### src/rtl/alu_ctrl_pkg.sv
// Shared types for the ALU command-side master: function codes, FSM states
// and the latched command record.
package alu_ctrl_pkg;

    localparam int REG_AW = 3;

    localparam logic [2:0] FN_ADD = 3'b000;
    localparam logic [2:0] FN_SUB = 3'b001;
    localparam logic [2:0] FN_PSA = 3'b010;
    localparam logic [2:0] FN_SHL = 3'b011;
    localparam logic [2:0] FN_SHR = 3'b100;
    localparam logic [2:0] FN_AND = 3'b101;
    localparam logic [2:0] FN_NOT = 3'b110;
    localparam logic [2:0] FN_OR  = 3'b111;

    typedef enum logic [1:0] {
        IDLE,
        ISSUE,
        CAPTURE
    } state_e;

    typedef struct packed {
        logic [2:0]        func;
        logic [REG_AW-1:0] rs1;
        logic [REG_AW-1:0] rs2;
        logic [REG_AW-1:0] rd;
    } cmd_t;

endpackage

### src/rtl/alu_regfile.sv
// NREG x DW operand register file: two async operand reads, one async debug
// read, ALU writeback port with priority over the direct load port.
module alu_regfile #(
    parameter int NREG = 8,
    parameter int DW   = 8,
    parameter int AW   = $clog2(NREG)
) (
    input  logic          clk,
    input  logic          rst,
    input  logic [AW-1:0] rd_addr_a,
    output logic [DW-1:0] rd_data_a,
    input  logic [AW-1:0] rd_addr_b,
    output logic [DW-1:0] rd_data_b,
    input  logic [AW-1:0] dbg_addr,
    output logic [DW-1:0] dbg_data,
    input  logic          wb_en,
    input  logic [AW-1:0] wb_addr,
    input  logic [DW-1:0] wb_data,
    input  logic          ld_en,
    input  logic [AW-1:0] ld_addr,
    input  logic [DW-1:0] ld_data
);

    logic [DW-1:0] rf [NREG];

    assign rd_data_a = rf[rd_addr_a];
    assign rd_data_b = rf[rd_addr_b];
    assign dbg_data  = rf[dbg_addr];

    always_ff @(posedge clk) begin
        if (rst) begin
            for (int i = 0; i < NREG; i++) begin
                rf[i] <= '0;
            end
        end else begin
            // A load colliding with the writeback address is dropped.
            if (ld_en && !(wb_en && (wb_addr == ld_addr))) begin
                rf[ld_addr] <= ld_data;
            end
            if (wb_en) begin
                rf[wb_addr] <= wb_data;
            end
        end
    end

endmodule

### src/rtl/alu_issue_ctrl.sv
// Command-side master for the registered 8-bit ALU: IDLE -> ISSUE -> CAPTURE.
// Define ALU_OP_COUNT_EN to add the saturating op_count output.
module alu_issue_ctrl
    import alu_ctrl_pkg::*;
#(
    parameter int NREG = 8,
    parameter int DW   = 8
) (
    input  logic              clk,
    input  logic              rst,
    input  logic              cmd_valid,
    output logic              cmd_ready,
    input  logic [2:0]        cmd_func,
    input  logic [REG_AW-1:0] cmd_rs1,
    input  logic [REG_AW-1:0] cmd_rs2,
    input  logic [REG_AW-1:0] cmd_rd,
    input  logic              ld_en,
    input  logic [REG_AW-1:0] ld_addr,
    input  logic [DW-1:0]     ld_data,
    output logic [DW-1:0]     alu_reg1,
    output logic [DW-1:0]     alu_reg2,
    output logic [2:0]        alu_func,
    input  logic [DW-1:0]     alu_out,
    input  logic              alu_carry,
    output logic              rsp_valid,
    output logic [DW-1:0]     rsp_data,
    output logic              rsp_carry,
    output logic [REG_AW-1:0] rsp_rd,
`ifdef ALU_OP_COUNT_EN
    output logic [15:0]       op_count,
`endif
    input  logic [REG_AW-1:0] dbg_addr,
    output logic [DW-1:0]     dbg_data
);

    state_e        state, state_n;
    cmd_t          cmd_q;
    logic          issue, capture;
    logic [DW-1:0] rf_a, rf_b;
    logic [DW-1:0] op_a_q, op_b_q;
    logic [2:0]    func_q;

    always_ff @(posedge clk) begin
        if (rst) state <= IDLE;
        else     state <= state_n;
    end

    always_comb begin
        state_n   = state;
        cmd_ready = 1'b0;
        issue     = 1'b0;
        capture   = 1'b0;
        case (state)
            IDLE: begin
                cmd_ready = 1'b1;
                if (cmd_valid) state_n = ISSUE;
            end
            ISSUE: begin
                issue   = 1'b1;
                state_n = CAPTURE;
            end
            CAPTURE: begin
                capture = 1'b1;
                state_n = IDLE;
            end
            default: state_n = IDLE;
        endcase
    end

    // Accept stage: latch the command while ready.
    always_ff @(posedge clk) begin
        if (rst) begin
            cmd_q <= '0;
        end else if (cmd_ready && cmd_valid) begin
            cmd_q <= '{func: cmd_func, rs1: cmd_rs1, rs2: cmd_rs2, rd: cmd_rd};
        end
    end

    alu_regfile #(.NREG(NREG), .DW(DW), .AW(REG_AW)) u_rf (
        .clk       (clk),
        .rst       (rst),
        .rd_addr_a (cmd_q.rs1),
        .rd_data_a (rf_a),
        .rd_addr_b (cmd_q.rs2),
        .rd_data_b (rf_b),
        .dbg_addr  (dbg_addr),
        .dbg_data  (dbg_data),
        .wb_en     (capture),
        .wb_addr   (cmd_q.rd),
        .wb_data   (alu_out),
        .ld_en     (ld_en),
        .ld_addr   (ld_addr),
        .ld_data   (ld_data)
    );

    // Issue stage: live operands during ISSUE, held copies otherwise so the
    // ALU's registered output does not move while we capture it.
    always_ff @(posedge clk) begin
        if (rst) begin
            op_a_q <= '0;
            op_b_q <= '0;
            func_q <= '0;
        end else if (issue) begin
            op_a_q <= rf_a;
            op_b_q <= rf_b;
            func_q <= cmd_q.func;
        end
    end

    assign alu_reg1 = issue ? rf_a       : op_a_q;
    assign alu_reg2 = issue ? rf_b       : op_b_q;
    assign alu_func = issue ? cmd_q.func : func_q;

    // Capture stage: response registers, carry qualified to add only.
    always_ff @(posedge clk) begin
        if (rst) begin
            rsp_valid <= 1'b0;
            rsp_data  <= '0;
            rsp_carry <= 1'b0;
            rsp_rd    <= '0;
        end else begin
            rsp_valid <= capture;
            if (capture) begin
                rsp_data  <= alu_out;
                rsp_rd    <= cmd_q.rd;
                rsp_carry <= (cmd_q.func == FN_ADD) ? alu_carry : 1'b0;
            end
        end
    end

`ifdef ALU_OP_COUNT_EN
    always_ff @(posedge clk) begin
        if (rst) begin
            op_count <= '0;
        end else if (capture && (op_count != 16'hFFFF)) begin
            op_count <= op_count + 16'd1;
        end
    end
`endif

endmodule

### config.mk
export PLATFORM = sky130hd
export DESIGN_NAME = alu_issue_ctrl
export DESIGN_NICKNAME = d
export VERILOG_FILES = /design/src/rtl/alu_ctrl_pkg.sv /design/src/rtl/alu_regfile.sv /design/src/rtl/alu_issue_ctrl.sv
export SDC_FILE = /design/constraint.sdc
export NUM_CORES = 1
export LEC_CHECK = 0
export ABC_AREA = 1
export BUFFER_PORTS_ARGS = -buffer_cell sky130_fd_sc_hd__buf_2
export CORE_MARGIN = 4
export CORE_UTILIZATION = 55
export CTS_CLUSTER_SIZE = 12
export DETAILED_ROUTE_END_ITERATION = 8
export PLACE_DENSITY = 0.76
export REMOVE_ABC_BUFFERS = 1
export SYNTH_ARGS = -nofsm -noshare
export SYNTH_HDL_FRONTEND = slang
export SYNTH_SLANG_ARGS = --single-unit
### constraint.sdc
create_clock -name clk -period 3.76 [get_ports clk]
set_clock_uncertainty 0.1 [all_clocks]
set_input_delay 0.752 -clock clk [delete_from_list [all_inputs] [get_ports clk]]
set_output_delay 0.752 -clock clk [all_outputs]
set_load 0.05 [all_outputs]
==> results.md, run 1 <==
STA:
- The worst-case headroom to the max-slew limit is 32.9%.
- Setup repair after global routing left no endpoint under its margin.
- Setup violations remaining at the end of the flow were counted as 0.
- The slew at the pin closest to its max-slew limit is 1.00 ns.
- The setup slack after layout is 0.686 ns.
- After layout, the minimum clock period comes to 3.07 ns.
- The final-report hold violation count is 0.
- For this run, the top clock speed supported by timing is 325 MHz.
- In the finished design, the share of the clock period the worst path needs comes to 81.8%.
- The final max-slew violation count was 0.
- The setup total negative slack is 0 ns.

Logic synthesis:
- After synthesis, the cell types taking the most area are sky130_fd_sc_hd__edfxtp_1 (29%), sky130_fd_sc_hd__dfxtp_1 (16%), sky130_fd_sc_hd__nand2_1 (14%).
- The share of synthesized area spent on multiplexers is 0%.
- The proportion of register bits with asynchronous set or reset after synthesis is 0%.
- sky130_fd_sc_hd__edfxtp_1 takes more of the synthesized area than any other cell.
- In the synthesized netlist the dominant register cell turns out to be sky130_fd_sc_hd__edfxtp_1.
- By count the netlist is led by sky130_fd_sc_hd__nand2_1 (252), sky130_fd_sc_hd__nand3_1 (123), sky130_fd_sc_hd__o21ai_0 (101).
- The synthesized-area fraction occupied by xor and xnor cells is 0.267%.
- Among all cell types in the netlist, the one instantiated most often is sky130_fd_sc_hd__nand2_1.
- Summing the areas of all compound-gate instances in the mapped netlist gives 14.2% of the synthesized area.
- The share of the Yosys chip area taken by registers is 45.1%.
- Counting flops and latches in the post-synthesis netlist gives 116.
- The main combinational cell family by area after synthesis is simple AND/OR/NAND/NOR gates.
- The gate count of the mapped netlist is 912.
- Of the total synthesized cell area, the portion taken by full adders, half adders and majority gates is 0%.
- After synthesis, the largest area contributor takes up 29.2% of total cell area.
- A synthesized cell averages 7.21 sq um.
- The synthesized netlist occupies a cell area of 6570 sq um.
- The post-synthesis simple-gate area fraction is 31.3%.
- The Yosys step of the flow raised 0 warnings.
- Synthesis instantiated 23 different standard cells from the library.
- In this run, synthesis inferred 64 flip-flops with an integrated enable.

Setup path:
- Traced cell by cell, the critical path runs through buf_2 > inv_1 > a21oi_1 > o21ai_0 > nand2_1 > o21a_1 > buf_2.
- The internal reg-to-reg setup slack is 1.32 ns.
- The critical path arrival is 2.22 ns.
- The cell family with the largest share of critical-path delay is buffers and inverters.
- The setup path with the least slack is of type input port to primary output.
- STA classifies the critical path endpoint as a primary output.
- Counting buffers and inverters, the worst setup path is 7 cells deep.
- For the worst setup path, the data required time is 2.91 ns.
- The largest incremental delay on the critical path is 0.32 ns.
- By instance count, the cell type seen most on the critical path is sky130_fd_sc_hd__buf_2.
- The biggest fanout along the worst timing path is 17.
- On the critical path, the stage with the largest delay is an instance of sky130_fd_sc_hd__inv_1.
- The type of origin of the critical path is an input port.
- The worst register-to-register path begins at state[0]$_SDFFE_PP0P_.
- The terminus of the critical flop-to-flop path is u_rf.rf[3][0]$_DFFE_PP_.
- The critical path contains buffers and inverters numbering 3 combined.
- The worst reg-to-reg path cell count is 7.

Routing:
- The number of vias per cell is 5.66.
- For this run, design rule violations remaining after detail routing come to 0.
- The routed layout has 6345 vias.
- The detailed router finished its first iteration with 809 violations.
- The number of optimization iterations in the first detailed-route pass is 6.
- The final layout contains routed wiring with a total length of 18600 microns.
- The wire length per cell is 16.6 microns.
- The final antenna-violating net count is 0.

Die:
- The overall die height is 117 microns.
- The row count is 39.
- The standard cell core area is 11600 sq um.
- The die outline area is 13800 sq um.
- The starting density of the core is 56.8%.
- The horizontal die dimension is 117 microns.
- 80 I/O pins were placed.

Hold path:
- Along the worst hold path, the cell count comes to 2.
- The path class of the tightest hold or removal check is register to register.
- The startpoint of the lowest-slack hold path is rsp_rd[0]$_SDFFE_PP0N_.
- The worst hold path terminates at rsp_rd[0]$_SDFFE_PP0N_.

Cells and area:
- The filler cells instantiated in the layout total 1039.
- Compared with the post-synthesis result, the final layout area differs by 13.9%.
- The number of nets in the final layout is 1005.
- In the final layout, the share of cells above drive strength 1 is 14.0%.
- The number of antenna cells inserted is 0.

Clocking:
- Once the clock tree was built, the setup fixing pass inserted 0 buffers.
- The clock sink total is 116.
- TritonCTS built the clock tree.
- For the worst-skew pair, the clock arrives at the later sink with an insertion delay of 0.42 ns.
- In this run, post-CTS hold repair placed 0 buffers.
- Counting along the longest clock path gives a buffer depth of 2.
- In this run the number of H-tree levels came out at 4.
- The clock-pin slew on the worst setup and hold paths is 0.05 ns.
- The total CTS buffers is 17.
- The number of gates resized after CTS is 0.
- The cell sitting at the root of the clock tree is a sky130_fd_sc_hd__clkbuf_16.

Global route:
- The number of global-route vias before repair is 5812.
- Global routing finished with a remaining overflow of 0.
- Global routing used 27.5% of the available tracks across all layers.
- For this run, global-route usage on met1 was measured as 37.3%.
- The global routing stage identified its most utilized layer as met2.
- The met3 demand-to-capacity share in global routing is 6.35%.
- The initial antenna violation count came to 0.
- The pin count of the biggest net entering global routing is 33.
- The wire length of the first global-routing pass is 30600 microns.
- For this run, global-route usage on met2 was measured as 43.2%.

Place:
- The post-DP HPWL is 13600 microns.
- The routability congestion estimate is 0.952.
- The number of I/O port buffers is 79.
- The setup slack after placement is 0.773 ns.

Job:
- The number of maximum-capacitance constraint violations is 0.

Pwr:
- The largest voltage drop on the vdd net is 0.395 mV.
- In this run the static leakage power is 3.35 nW.
- The ratio of total power to cell area is 462 nW/um^2.

Outcome:
- The flow ran to the end, and the final reports show no timing, DRC or antenna violations.
state kept, by name, indices dropped and copies added, names as in the netlist, named ones only:
register   flops
op_a_q         8
cmd_q         12
rsp_data       8
func_q         3
rsp_rd         3
rsp_valid      1
state          2
op_b_q         8
u_rf.rf       64
rsp_carry      1
through the flow:
step	instances	hold slack [ns]	power (mW)	area, sq um	utilization [%]
global route	1122	0.382	3.60	7490	64.8
finish	1122	0.370	3.46	7490	64.8
floorplan	859	0.335	1.90	6340	-
global placement	1090	0.350	2.09	6990	60.4
CTS	1122	0.368	3.46	7490	64.8
detailed placement	1090	0.359	2.10	6990	60.4
layout by cell type, fill, tap and decap left out, drive strengths merged, types with 3 or more instances in the layout:
cell type / count
nand2: 253
nand3: 133
o21ai: 121
inv: 99
buf: 88
nor2: 69
edfxtp: 64
a21oi: 54
dfxtp: 52
clkbuf: 20
clkinv: 11
o21a: 8
or2: 3
how the worst max path moves through the flow:
stage | from | to | slack [ns]
after floorplan | register | alu_reg1[6] | 0.80
after global placement | dbg_addr[1] | dbg_data[3] | 0.80
after detailed placement | dbg_addr[1] | dbg_data[3] | 0.77
after CTS | register | alu_reg2[4] | 0.73
after global routing | register | alu_reg1[7] | 0.51
final | dbg_addr[1] | dbg_data[3] | 0.69
where the power goes:
part / switching (mW) / total (mW) / internal [mW]
Sequential: 0.0410 / 1.45 / 1.41
Clock: 0.553 / 1.38 / 0.824
Combinational: 0.465 / 0.633 / 0.168
Total: 1.06 / 3.46 / 2.40
metal layers:
metal	vias up	wire length (microns)
met5	-	0
met4	0	477
met3	45	1600
met2	326	8480
met1	2878	8100
li1	3096	-
cell families (layout without fill, tap and decap cells):
logic type,count (synthesis),count (layout)
and+or+nand+nor,459,459
AOI/OAI and AO/OA,183,183
buffers and inverters,152,219
DFF,116,116
xor gates and xnor gates,2,2
worst reg2reg max path, cell delays in order (launching register included):
cell,delay (ns)
sky130_fd_sc_hd__dfxtp_1,0.30
sky130_fd_sc_hd__inv_1,0.07
sky130_fd_sc_hd__nand2_2,0.18
sky130_fd_sc_hd__inv_1,0.38
sky130_fd_sc_hd__nand3_2,0.24
sky130_fd_sc_hd__nor2_2,0.39
sky130_fd_sc_hd__nor2_1,0.07
sky130_fd_sc_hd__nand2_1,0.34
final cells by class:
class,instances,area (sq um),area share (%)
inverter,99,372,4.96
multi-input combinational,644,3010,40.2
timing repair buffer,88,463,6.18
tap,143,179,2.39
clock buffer,20,437,5.83
clock inverter,12,66.3,0.886
sequential,116,2960,39.6
Power figures use the tool's default switching activity.
==> inputs of run 2 (changes only) <==
CORE_UTILIZATION = 53   (was 55)
PLACE_DENSITY = 0.77   (was 0.76)
clock period = 2.45 ns   (was 3.76 ns; I/O delays follow)
==> run 2 against run 1 <==
Worst setup slack lost 0.59 ns; non-clock buffer count is 20 higher; clock power is 72% higher; global-route usage is 0.44 points lower; critical endpoint is now alu_reg1[0]; largest cell class unchanged; largest power group is now the clock network.
==> results.md, run 2 (synthesis gave the netlist of run 1 again) <==
Routing:
- The final route contains 6469 vias.
- The wire length per cell is 16.1 microns.
- The total detailed-routing wirelength is 18800 microns.
- The violation count after the first detailed-route iteration is 769.
- In the routed layout, each cell is associated on average with a via count of 5.54.
- In this run the remaining antenna-violating nets after routing total 0.
- The number of optimization iterations in the first detailed-route pass is 6.
- After detailed routing, the number of remaining DRC violations is 0.

Cells and area:
- The layout cell share with drive strength beyond 1 is 16.5%.
- The layout overhead on the synthesized area is 18.8%.
- The number of nets in the final layout is 1025.
- 0 antenna diodes ended up in the layout.
- The number of flip-flops under the largest register name is 64.
- The library cell used most frequently in the layout, excluding fill and tap cells, is sky130_fd_sc_hd__nand2_1.
- The largest registers in the layout are u_rf.rf x64, cmd_q x12.
- The number of filler instances in the final layout is 1086.
- The largest register by flop count is u_rf.rf.
- In the layout the commonest cells are sky130_fd_sc_hd__nand2_1 (252), sky130_fd_sc_hd__nand3_1 (123), sky130_fd_sc_hd__o21ai_0 (100).

Pwr:
- In this run, the clock network consumes 42.3% of the power.
- The internal power component is 3.92 mW.
- The logic gate share of total power is 18.2%.
- The design draws 5.62 mW.
- For this design the ratio of total power to cell area is 719 nW/um^2.
- The analysis attributes to net switching a power of 1.70 mW.
- The proportion of total power due to net switching is 30.2%.
- The largest voltage drop on the vdd net is 0.416 mV.
- The leakage power is 3.51 nW.
- The relative contribution of sequential cells to total power is 39.5%.

Setup path:
- STA puts the critical path data required time at 1.86 ns.
- STA classifies the critical path endpoint as a primary output.
- The worst setup path category is register to primary output.
- The critical path arrival is 1.77 ns.
- The worst setup path is launched from a register.
- The biggest fanout along the worst timing path is 32.
- The worst reg-to-reg path cell count is 7.
- The internal reg-to-reg setup slack is 0.43 ns.

STA:
- The setup slack after layout is 0.0915 ns.
- The setup total negative slack is 0 ns.
- The final max-slew violation count came to 0.
- The share of the clock period used by the worst path is 96.3%.
- The final-report hold violation count is 0.
- The highest clock frequency the design can meet is 424 MHz.
- At the pin with the least slew margin, the transition time is 0.533 ns.
- Setup repair after global routing could not meet its margin everywhere.
- The shortest clock period the worst path allows after layout is 2.36 ns.
- The worst-case headroom to the max-slew limit is 64.4%.
- Setup violations remaining at the end of the flow were counted as 0.

Outcome:
- The run finished with clean final reports.

Clocking:
- The later-pin clock latency in the skew report is 0.42 ns.
- The maximum count of clock buffers along a single path is 2.
- The H-tree was split into 4 levels.
- TritonCTS built the clock tree.
- The total CTS buffers is 17.
- Clock-pin slew was measured on the worst setup and hold paths at 0.05 ns.
- Once the clock tree was built, the setup fixing pass inserted 0 buffers.
- The cell at the root of the clock tree is sky130_fd_sc_hd__clkbuf_16.
- Clock tree synthesis found a total of 116 sinks.

Job:
- The number of maximum-capacitance constraint violations is 0.

Die:
- The starting density of the core is 54.5%.
- Measured along the x axis, the die boundary spans 119 microns.
- The overall die height is 119 microns.
- The floorplan step defined a core boundary enclosing 12100 sq um.
- The row count is 40.
- The die outline area is 14200 sq um.
- The count of boundary I/O pins is 80.

Global route:
- The number of global-route vias before repair is 6051.
- The final global-route overflow total is 0.
- The wire length of the first global-routing pass is 30800 microns.
- The overall global routing resource usage is 27.0%.
- Entering global routing, the biggest net connects 33 pins.
- The initial antenna violation count is 0.

Hold path:
- The path category of the worst min-delay check is input port to register.
- The number of cells on the worst hold path is 3.

Place:
- The routability congestion estimate is 0.911.
- During placement, the flow inserted port buffers numbering 79.
- Timing analysis after detailed placement gives a worst setup slack of 0.259 ns.
- Detailed placement finished with a half-perimeter wire length of 13600 microns.
-- run 2: path summary, 6_finish.rpt --
path                                             start                      end
worst max register to register   state[0]$_SDFFE_PP0P_  u_rf.rf[4][3]$_DFFE_PP_
worst min register to register  cmd_q[10]$_SDFFE_PP0P_   cmd_q[10]$_SDFFE_PP0P_
worst max-delay path                          register              alu_reg1[0]
worst min-delay path                         alu_carry   rsp_carry$_SDFFE_PP0N_
-- run 2: worst max-delay path: stages (launching register included) --
cell and delay (ns):
sky130_fd_sc_hd__dfxtp_2 0.34, sky130_fd_sc_hd__inv_1 0.07, sky130_fd_sc_hd__buf_6 0.25, sky130_fd_sc_hd__nand2_1 0.12, sky130_fd_sc_hd__nand3_1 0.11, sky130_fd_sc_hd__nand3_1 0.10
sky130_fd_sc_hd__nand3_1 0.12, sky130_fd_sc_hd__nand2_1 0.06, sky130_fd_sc_hd__buf_4 0.18
-- run 2: area by class of cell --
cell class	instances	area, sq um	area share, %
inverters	99	372	4.76
clock buffers	22	507	6.49
flip-flops and latches	116	2960	38.0
multi-input cells	644	3010	38.5
well taps	168	210	2.69
clock inverters	10	67.6	0.865
repair buffers	108	678	8.69
-- run 2: metal layers --
layer	wire length, microns	track usage (%)
met2	8590	42.3
met4	510	11.7
met3	2010	5.56
met5	0	0
met1	7680	36.4
-- run 2: timing repair --
action,4_1_cts,5_1_grt
pin swaps,0,0
setup endpoints to repair,1,19
hold buffers,0,0
gates resized for setup,1,14
-- run 2: power by group through the flow --
stage                     combinational [mW]  sequential, mW  clock (mW)
after floorplan                        0.624            2.29           0
after global placement                 0.980            2.25           0
after detailed placement               0.991            2.25           0
after CTS                              0.998            2.21        2.39
after global routing                    1.12            2.23        2.48
final                                   1.02            2.22        2.38
-- run 2: through the flow --
step	hold slack, ns	cells	cell area, sq um	util [%]
6_report	0.207	1167	7810	64.7
5_1_grt	0.216	1167	7810	64.7
4_1_cts	0.201	1167	7770	64.4
3_5_place_dp	0.363	1135	7190	59.6
3_3_place_gp	0.351	1135	7190	59.6
2_1_floorplan	0.335	859	6340	-
